===== src/rtl/board_commit_ctrl.sv =====
// board_commit_ctrl
//   Sequencer for the 2048 board register and its 2-way board mux
//   (sel=0 holds the current board, sel=1 loads the captured moved board).
//   A move request captures the candidate board, drops no-op moves,
//   commits the new board and spawns a tile at a pseudo-random empty cell.
//   A new-game request clears the board and spawns two tiles.
//
// Ports
//   clk, rst            clock, synchronous active-high reset
//   new_game            start a new game (accepted when move_ready=1)
//   move_valid          move request (accepted when move_ready=1, new_game=0)
//   moved_board         candidate board, sampled on the accept cycle only
//   move_ready          controller idle
//   sel                 board mux select, high during the commit cycle
//   board               registered current board, board[row][col]
//   spawn_valid         one-cycle pulse when a tile is spawned
//   spawn_row/col       spawned cell, valid with spawn_valid
//   changed             board altered, valid with done
//   done                one-cycle pulse ending every accepted request
//   win                 sticky: a WIN_VALUE tile has been seen
//   full                no empty cell left, updated with done
module board_commit_ctrl #(
  parameter int unsigned TILE_W      = 12,
  parameter int unsigned WIN_VALUE   = 2048,
  parameter int unsigned SPAWN_VALUE = 2,
  parameter logic [15:0] SEED        = 16'hACE1
) (
  input  logic                         clk,
  input  logic                         rst,
  input  logic                         new_game,
  input  logic                         move_valid,
  input  logic [3:0][3:0][TILE_W-1:0]  moved_board,
  output logic                         move_ready,
  output logic                         sel,
  output logic [3:0][3:0][TILE_W-1:0]  board,
  output logic                         spawn_valid,
  output logic [1:0]                   spawn_row,
  output logic [1:0]                   spawn_col,
  output logic                         changed,
  output logic                         done,
  output logic                         win,
  output logic                         full
);

  typedef enum logic [2:0] {
    S_IDLE,
    S_COMPARE,
    S_COMMIT,
    S_SEARCH,
    S_SPAWN,
    S_FINISH
  } state_t;

  localparam logic [TILE_W-1:0] WIN_TILE   = TILE_W'(WIN_VALUE);
  localparam logic [TILE_W-1:0] SPAWN_TILE = TILE_W'(SPAWN_VALUE);

  state_t                        state_q, state_d;
  logic [15:0]                   lfsr_q, lfsr_d;
  logic [3:0][3:0][TILE_W-1:0]   board_q, board_d;
  logic [3:0][3:0][TILE_W-1:0]   shadow_q, shadow_d;
  logic [3:0]                    idx_q, idx_d;
  logic [3:0]                    scanned_q, scanned_d;
  logic [1:0]                    spawn_cnt_q, spawn_cnt_d;
  logic                          spawn_valid_q, spawn_valid_d;
  logic [1:0]                    spawn_row_q, spawn_row_d;
  logic [1:0]                    spawn_col_q, spawn_col_d;
  logic                          changed_q, changed_d;
  logic                          done_q, done_d;
  logic                          win_q, win_d;
  logic                          full_q, full_d;

  logic                          board_has_zero;
  logic                          board_has_win;

  // Fibonacci LFSR, taps 16,14,13,11; free-running.
  always_comb begin
    lfsr_d = {lfsr_q[14:0], lfsr_q[15] ^ lfsr_q[13] ^ lfsr_q[12] ^ lfsr_q[10]};
  end

  always_comb begin
    board_has_zero = 1'b0;
    board_has_win  = 1'b0;
    for (int unsigned r = 0; r < 4; r++) begin
      for (int unsigned c = 0; c < 4; c++) begin
        if (board_q[r][c] == '0)      board_has_zero = 1'b1;
        if (board_q[r][c] == WIN_TILE) board_has_win  = 1'b1;
      end
    end
  end

  always_comb begin
    state_d       = state_q;
    board_d       = board_q;
    shadow_d      = shadow_q;
    idx_d         = idx_q;
    scanned_d     = scanned_q;
    spawn_cnt_d   = spawn_cnt_q;
    spawn_valid_d = 1'b0;
    spawn_row_d   = spawn_row_q;
    spawn_col_d   = spawn_col_q;
    changed_d     = 1'b0;
    done_d        = 1'b0;
    win_d         = win_q;
    full_d        = full_q;
    move_ready    = 1'b0;
    sel           = 1'b0;

    unique case (state_q)
      S_IDLE: begin
        move_ready = 1'b1;
        if (new_game) begin
          board_d     = '0;
          win_d       = 1'b0;
          spawn_cnt_d = 2'd2;
          idx_d       = lfsr_q[3:0];
          scanned_d   = '0;
          state_d     = S_SEARCH;
        end else if (move_valid) begin
          shadow_d = moved_board;
          state_d  = S_COMPARE;
        end
      end
      S_COMPARE: begin
        if (shadow_q == board_q) begin
          done_d  = 1'b1;
          state_d = S_IDLE;
        end else begin
          state_d = S_COMMIT;
        end
      end
      S_COMMIT: begin
        sel         = 1'b1;
        board_d     = shadow_q;
        spawn_cnt_d = 2'd1;
        idx_d       = lfsr_q[3:0];
        scanned_d   = '0;
        state_d     = S_SEARCH;
      end
      S_SEARCH: begin
        if (board_q[idx_q[3:2]][idx_q[1:0]] == '0) begin
          state_d = S_SPAWN;
        end else if (scanned_q == 4'd15) begin
          // Every cell tested once: board is full, finish without a spawn.
          state_d = S_FINISH;
        end else begin
          idx_d     = idx_q + 4'd1;
          scanned_d = scanned_q + 4'd1;
        end
      end
      S_SPAWN: begin
        board_d[idx_q[3:2]][idx_q[1:0]] = SPAWN_TILE;
        spawn_valid_d = 1'b1;
        spawn_row_d   = idx_q[3:2];
        spawn_col_d   = idx_q[1:0];
        spawn_cnt_d   = spawn_cnt_q - 2'd1;
        if (spawn_cnt_q == 2'd1) begin
          state_d = S_FINISH;
        end else begin
          idx_d     = lfsr_q[3:0];
          scanned_d = '0;
          state_d   = S_SEARCH;
        end
      end
      S_FINISH: begin
        done_d    = 1'b1;
        changed_d = 1'b1;
        full_d    = ~board_has_zero;
        win_d     = win_q | board_has_win;
        state_d   = S_IDLE;
      end
      default: state_d = S_IDLE;
    endcase
  end

  always_ff @(posedge clk) begin
    if (rst) begin
      state_q       <= S_IDLE;
      lfsr_q        <= SEED;
      board_q       <= '0;
      shadow_q      <= '0;
      idx_q         <= '0;
      scanned_q     <= '0;
      spawn_cnt_q   <= '0;
      spawn_valid_q <= 1'b0;
      spawn_row_q   <= '0;
      spawn_col_q   <= '0;
      changed_q     <= 1'b0;
      done_q        <= 1'b0;
      win_q         <= 1'b0;
      full_q        <= 1'b0;
    end else begin
      state_q       <= state_d;
      lfsr_q        <= lfsr_d;
      board_q       <= board_d;
      shadow_q      <= shadow_d;
      idx_q         <= idx_d;
      scanned_q     <= scanned_d;
      spawn_cnt_q   <= spawn_cnt_d;
      spawn_valid_q <= spawn_valid_d;
      spawn_row_q   <= spawn_row_d;
      spawn_col_q   <= spawn_col_d;
      changed_q     <= changed_d;
      done_q        <= done_d;
      win_q         <= win_d;
      full_q        <= full_d;
    end
  end

  assign board       = board_q;
  assign spawn_valid = spawn_valid_q;
  assign spawn_row   = spawn_row_q;
  assign spawn_col   = spawn_col_q;
  assign changed     = changed_q;
  assign done        = done_q;
  assign win         = win_q;
  assign full        = full_q;

endmodule


===== config.mk =====
export PLATFORM = sky130hd
export DESIGN_NAME = board_commit_ctrl
export DESIGN_NICKNAME = d
export VERILOG_FILES = /design/src/rtl/board_commit_ctrl.sv
export SDC_FILE = /design/constraint.sdc
export NUM_CORES = 1
export LEC_CHECK = 0
export CAP_MARGIN = 5
export CORE_ASPECT_RATIO = 0.6
export CORE_MARGIN = 1.5
export CORE_UTILIZATION = 50
export CTS_BUF_LIST = sky130_fd_sc_hd__clkbuf_4 sky130_fd_sc_hd__clkbuf_8 sky130_fd_sc_hd__clkbuf_16
export DETAILED_ROUTE_END_ITERATION = 10
export HOLD_SLACK_MARGIN = 0.06
export MAX_ROUTING_LAYER = met4
export PLACE_DENSITY = 0.82
export SYNTH_ARGS = -nofsm -noshare
export SYNTH_HDL_FRONTEND = slang
export SYNTH_SLANG_ARGS = --single-unit

===== constraint.sdc =====
create_clock -name clk -period 5.7 [get_ports clk]
set_input_delay 0.855 -clock clk [delete_from_list [all_inputs] [get_ports clk]]
set_output_delay 0.855 -clock clk [all_outputs]
set_load 0.01 [all_outputs]

==> run_results.csv, run 1 <==
group,metric,value,unit
sta,slew_violations,0,
run,maxCapViolCount,0,
layout,final_nets,2671,
floorplan,die_h,149,um
cts,clk_pin_slew,0.07,ns
logic_synthesis,synth_top_area_cell,"dfxtp_1",
power,leakagePower,0.00821,uW
logic_synthesis,netlist_area,0.0178,sq mm
global_routing,grt_first_pass_wirelength,107,mm
cts,htree_levels,2,
floorplan,rows,53,
cts,cts_sinks,422,
power,ir_drop,0.205,mV
logic_synthesis,synth_top_area_share,47.5,%
floorplan,pin_count,399,
logic_synthesis,synth_commonest_cells,"437 x nand2_1, 422 x dfxtp_1, 243 x nor2_1",
sta,finalHoldViolations,0,
cts,cts_setup_buffers,0,
run_status,status,"finished, final reports clean",
sta,worst-slew-pin-transition,1.21,ns
detailed_routing,route.vias.total,18167,
critical_path,crit_path_start_kind,"flop",
cts,cts_tree,"yes",
sta,rsz0062_at_grt,"false",
sta,fin_ws,1.67,ns
power,p_sw_share,29.7,%
logic_synthesis,synth_cell_types,76,
critical_path,crit_fanout,106,
floorplan,die_w,246,um
sta,post-route-period-util,70.6,%
placed_design,dp_hpwl,55.5,mm
power,combPwrFrac,18.5,%
floorplan,dieArea,0.0367,sq mm
critical_path,cp.required,4.85,ns
sta,tns,0,ns
logic_synthesis,ys_seq_area_share,47.5,%
global_routing,grt_pass1_vias,16746,
floorplan,core,0.0350,sq mm
power,p_int,5330,uW
detailed_routing,drcViolationCount,0,
sta,fmax,248,MHz
placed_design,place.gp.congestion,1.07,
detailed_routing,vias_per_cell,6.13,
sta,layout_min_cycle_time,4.03,ns
logic_synthesis,syn-instance-count,2151,
critical_path,crit_type,"reg -> out",
power,power.density,323,mW/mm^2
global_routing,grt-ovfl-total,0,
global_routing,grtUsageTotal,40.5,%
power,seq_power_share,42.8,%
detailed_routing,drt_wl_total,73.9,mm
sta,setup_violations,0,
logic_synthesis,synth.avg_cell_area,8.26,sq um
logic_synthesis,synth_area_leaders,"dfxtp_1 48%, nand2_1 9.2%, a22oi_1 7.6%, xnor2_1 6.6%, a21oi_1 6.4%",
logic_synthesis,async_flop_share,0,%
detailed_routing,drt_first_pass_iters,6,
cts,cts_hold_buf,0,
cts,post_cts_resized,0,
cts,cts_made_buffers,40,
sta,slew_headroom,19.3,%
layout,drive_above_1_share,4.64,%
critical_path,end_kind,"output port",
detailed_routing,wire_per_inst,24.9,um
logic_synthesis,yosys_warnings,0,
detailed_routing,drt_iter0_markers,2802,
placed_design,dp_slack,1.98,ns
floorplan,initial_utilization,50.8,%
min_path,hold_class,"reg -> reg",
logic_synthesis,synthFlopType,"dfxtp_1",
detailed_routing,antenna_left,0,
cts,root_buffer,"clkbuf_16",
power,p_sw,2250,uW
sta,finalClockSkew,0.0328,ns
cts,clockBufferDepth,3,
global_routing,antenna_found_initial,0,
layout,n_antenna_cell,0,
layout,synthToLayoutAreaGrowth,31.8,%
placed_design,io_buffers,398,
critical_path,reg2reg_depth,6,
logic_synthesis,synth_edf_count,0,
critical_path,cp.arrival,3.17,ns
power,p_clk_share,38.6,%
min_path,min_path_cells,1,
global_routing,grt_max_degree,158,
logic_synthesis,syn-num-nets,2353,
logic_synthesis,ys_ff_latch,422,
logic_synthesis,yosysMostFrequentCell,"nand2_1",
cts,clock_latency,0.55,ns
==> state kept, by name (all words and copies together), names as in the netlist <==
register,count
board,192
shadow_q,192
lfsr_q,16
idx_q,4
scanned_q,4
state_q,3
spawn_cnt_q,2
spawn_col,2
spawn_row,2
changed,1
done,1
full,1
spawn_valid,1
win,1
==> stage by stage <==
step	hold WS [ns]	cells	total power, uW	instance area [sq um]	util, %
5_1_grt	0.426	2966	7780	23400	66.9
2_1_floorplan	0.389	2151	4030	17800	-
3_5_place_dp	0.397	2894	4640	22000	62.8
3_3_place_gp	0.396	2894	4630	22000	62.8
6_report	0.416	2966	7570	23400	66.9
4_1_cts	0.416	2966	7510	23400	66.9
==> layout by cell type, fill, tap and decap left out, types with 4 or more instances in the layout <==
master and instances:
or3_1 5, clkdlybuf4s50_1 397, xor2_1 42, a31oi_1 5, nor3_1 30, clkbuf_4 7, bufinv_16 4, a21oi_1 226
nor2b_1 16, xnor2_1 133, nor4_1 50, ha_1 6, nand4b_1 4, nand2b_1 6, inv_1 28, a22oi_1 179
o2111ai_1 4, or4_1 4, dfxtp_1 422, o22ai_1 6, nand3_1 16, clkbuf_8 17, nand2_1 437, nand4_1 47
o21ai_0 21, clkbuf_16 41, buf_4 14, nor2_1 243, or2_2 8, o2bb2ai_1 4
==> final cells by class <==
type / instances / area [sq um]
Multi-Input combinational cell: 1562 / 8690
Inverter: 29 / 114
Clock buffer: 65 / 1310
Sequential cell: 422 / 8450
Clock inverter: 7 / 139
Tap cell: 467 / 584
Timing Repair Buffer: 414 / 4130
Fill cell: 2848 / 11600
==> routing by layer <==
metal | vias up | global-route usage (%) | part of all wire [%]
met2 | 1134 | 58.3 | 43
met4 | 0 | 10.3 | 2.7
met1 | 8836 | 56.9 | 42
li1 | 8053 | - | -
met3 | 144 | 9.39 | 12
met5 | - | - | 0
==> cells by family after synthesis <==
family                   Yosys count  synth area share [%]
XOR/XNOR                         175                  8.62
AND/OR/NAND/NOR                  889                  21.8
multiplexers                       3                 0.176
adder cells (fa/ha/maj)            6                 0.422
buffers and inverters            167                  3.73
flip-flops                       422                  47.5
AO/OA/AOI/OAI                    489                  17.7
==> critical path, stage by stage (launching register included) <==
cell and delay [ns]:
dfxtp_1 0.46, nor2_1 0.44, nand2_1 0.27, inv_6 0.64, clkdlybuf4s50_1 0.69
==> power by group through the flow <==
stage	combinational, uW	clock, uW	sequential, uW
6_report	1400	2930	3240
5_1_grt	1470	3050	3250
2_1_floorplan	778	0	3250
3_5_place_dp	1340	0	3300
4_1_cts	1350	2920	3230
3_3_place_gp	1330	0	3290
==> worst paths after layout <==
check | end | slack [ns] | from
worst max-delay path | sel | 1.67 | state_q[0]
worst min-delay path | lfsr_q[7] | 0.42 | lfsr_q[6]
worst max register to register | board[87] | 2.40 | state_q[0]
worst min register to register | lfsr_q[7] | 0.42 | lfsr_q[6]
Power figures use the tool's default switching activity.
==> run 2, diff against run 1 <==
--- a/config.mk
+++ b/config.mk
@@ -8,12 +8,12 @@
 export CAP_MARGIN = 5
 export CORE_ASPECT_RATIO = 0.6
 export CORE_MARGIN = 1.5
-export CORE_UTILIZATION = 50
+export CORE_UTILIZATION = 46
 export CTS_BUF_LIST = sky130_fd_sc_hd__clkbuf_4 sky130_fd_sc_hd__clkbuf_8 sky130_fd_sc_hd__clkbuf_16
 export DETAILED_ROUTE_END_ITERATION = 10
 export HOLD_SLACK_MARGIN = 0.06
 export MAX_ROUTING_LAYER = met4
-export PLACE_DENSITY = 0.82
+export PLACE_DENSITY = 0.8
 export SYNTH_ARGS = -nofsm -noshare
 export SYNTH_HDL_FRONTEND = slang
 export SYNTH_SLANG_ARGS = --single-unit
==> constraint.sdc (replaced) <==
create_clock -name clk -period 3.4 [get_ports clk]
set_input_delay 0.51 -clock clk [delete_from_list [all_inputs] [get_ports clk]]
set_output_delay 0.51 -clock clk [all_outputs]
set_load 0.01 [all_outputs]
==> run_results.csv, run 2 (synthesis gave the netlist of run 1 again) <==
group,metric,value,unit
critical_path,crit_start,"idx_q[3]",
sta,slew_headroom,4.85,%
placed_design,dp_hpwl,57.9,mm
global_routing,grt_use_met2,54.5,%
floorplan,dieArea,0.0399,sq mm
global_routing,grtUsageTotal,37.9,%
critical_path,timing.rr.end,"idx_q[1]",
detailed_routing,route.vias.total,18115,
critical_path,end_kind,"flop",
sta,layout_min_cycle_time,2.89,ns
power,ir_drop,0.327,mV
cts,post_cts_resized,0,
floorplan,core,0.0378,sq mm
critical_path,r2r_start,"idx_q[3]",
min_path,hold_class,"in -> reg",
detailed_routing,drt_iter0_markers,2634,
global_routing,antenna_found_initial,2,
layout,multi_input_area,0.00868,sq mm
detailed_routing,drcViolationCount,0,
cts,htree_levels,2,
global_routing,grt_first_pass_wirelength,110,mm
placed_design,dp_slack,0.446,ns
sta,slew_violations,0,
floorplan,pin_count,399,
layout,regArea,0.00845,sq mm
global_routing,met1_usage,54.1,%
detailed_routing,drt_first_pass_iters,6,
floorplan,die_w,257,um
global_routing,grt_pass1_vias,16587,
critical_path,cp.required,3.83,ns
cts,cts_tree,"yes",
sta,worst-slew-pin-transition,1.43,ns
cts,clockBufferDepth,3,
placed_design,dpl_cell_area,0.0223,sq mm
detailed_routing,vias_per_cell,5.95,
sta,setup_violations,0,
layout,final_nets,2704,
cts,root_buffer,"clkbuf_16",
floorplan,die_h,155,um
power,p_clk_share,37.3,%
cts,cts_sinks,422,
critical_path,crit_fanout,10,
critical_path,crit_path_end,"idx_q[1]",
power,p_int,8780,uW
power,leakagePower,0.00835,uW
critical_path,r2r_slack,0.51,ns
cts,cts_made_buffers,40,
sta,finalHoldViolations,0,
placed_design,io_buffers,398,
power,combPwrFrac,19.5,%
layout,synthToLayoutAreaGrowth,33.3,%
layout,n_fill_cell,3232,
power,power.density,532,mW/mm^2
global_routing,grt-ovfl-total,0,
detailed_routing,drt_wl_total,76.2,mm
critical_path,crit_path_start_kind,"flop",
critical_path,cp.arrival,3.33,ns
layout,mostFrequentLayoutCells,"437 x nand2_1, 422 x dfxtp_1, 397 x clkdlybuf4s50_1, 243 x nor2_1, 226 x a21oi_1",
layout,drive_above_1_share,5.88,%
sta,finalClockSkew,0.0139,ns
cts,clock_latency,0.55,ns
floorplan,initial_utilization,47.0,%
floorplan,rows,55,
global_routing,grt_max_degree,193,
power,seq_power_share,43.2,%
global_routing,gr-max-usage-layer,"met2",
placed_design,place.gp.congestion,1.04,
sta,fin_ws,0.507,ns
critical_path,crit_type,"reg -> reg",
sta,post-route-period-util,85.1,%
layout,layout_commonest_cell,"nand2_1",
power,p_sw_share,30.4,%
run,maxCapViolCount,0,
sta,tns,0,ns
layout,design_area,0.0237,sq mm
sta,rsz0062_at_grt,"false",
sta,fmax,346,MHz
cts,clk_pin_slew,0.07,ns
detailed_routing,antenna_left,0,
detailed_routing,wire_per_inst,25.0,um
layout,utilization,62.6,%
cts,cts_setup_buffers,0,
power,p_sw,3830,uW
run_status,status,"finished, final reports clean",
critical_path,reg2reg_depth,7,
global_routing,gr-usage-met3,8.42,%
cts,cts_hold_buf,0,
-- run 2: cell count changes in the layout (fill, tap and decap cells not counted) --
cell,change
clkbuf_8,-12
clkinv_2,+5
clkinv_4,-1
nor3_2,+1
inv_6,+2
clkinvlp_4,+2
clkbuf_4,+4
diode_2,+1
nor3_4,-1
buf_4,+28
buf_12,+5
-- run 2: worst min path at each step --
stage          depth (start not counted)          to      start
4_1_cts                                1  lfsr_q[10]  lfsr_q[9]
5_1_grt                                1   lfsr_q[6]  lfsr_q[5]
3_5_place_dp                           1   lfsr_q[5]  lfsr_q[4]
6_report                               2    board[6]        rst
2_1_floorplan                          1  lfsr_q[10]  lfsr_q[9]
3_3_place_gp                           1   lfsr_q[6]  lfsr_q[5]
-- run 2: final cells by class --
type / instances / share of cell area [%]
Clock buffer: 57 / 4.97
Inverter: 29 / 0.480
Clock inverter: 15 / 0.792
Antenna cell: 1 / 0.0106
Multi-Input combinational cell: 1562 / 36.6
Sequential cell: 422 / 35.6
Tap cell: 513 / 2.71
Timing Repair Buffer: 447 / 18.8
-- run 2: critical path, cell delays in order, from the launching register on --
cell and delay (ns):
dfxtp_1 0.67, nand2b_1 0.42, o2bb2ai_1 0.13, a2bb2oi_1 0.16, o311a_1 0.42, or3_1 0.47
a21oi_4 0.18, mux2_1 0.33
-- run 2: power groups by stage --
stage / clock [uW] / combinational [uW] / sequential, uW
final: 4710 / 2460 / 5440
after global routing: 4910 / 2580 / 5460
after CTS: 4720 / 2390 / 5430
after detailed placement: 0 / 2380 / 5540
after global placement: 0 / 2370 / 5530
after floorplan: 0 / 1300 / 5450
-- run 2: per-stage QoR --
step	hold WS (ns)	total power, uW	cells
after detailed placement	0.394	7920	2973
after floorplan	0.389	6760	2151
after CTS	0.405	12500	3045
final	0.395	12600	3046
after global routing	0.423	12900	3046
after global placement	0.394	7900	2973
-- run 2: metal layers --
metal / wire length (um) / vias to the layer above
met1: 33600 / 8855
met5: 0 / -
met2: 32500 / 1031
li1: - / 8131
met4: 1660 / 0
met3: 8350 / 98
==> run 3, diff against run 2 <==
--- a/config.mk
+++ b/config.mk
@@ -14,6 +14,7 @@
 export HOLD_SLACK_MARGIN = 0.06
 export MAX_ROUTING_LAYER = met4
 export PLACE_DENSITY = 0.8
+export SKIP_LAST_GASP = 1
 export SYNTH_ARGS = -nofsm -noshare
 export SYNTH_HDL_FRONTEND = slang
 export SYNTH_SLANG_ARGS = --single-unit
==> results of run 3 <==
Same layout as run 2: the final DEF is identical, and so are final timing and power.
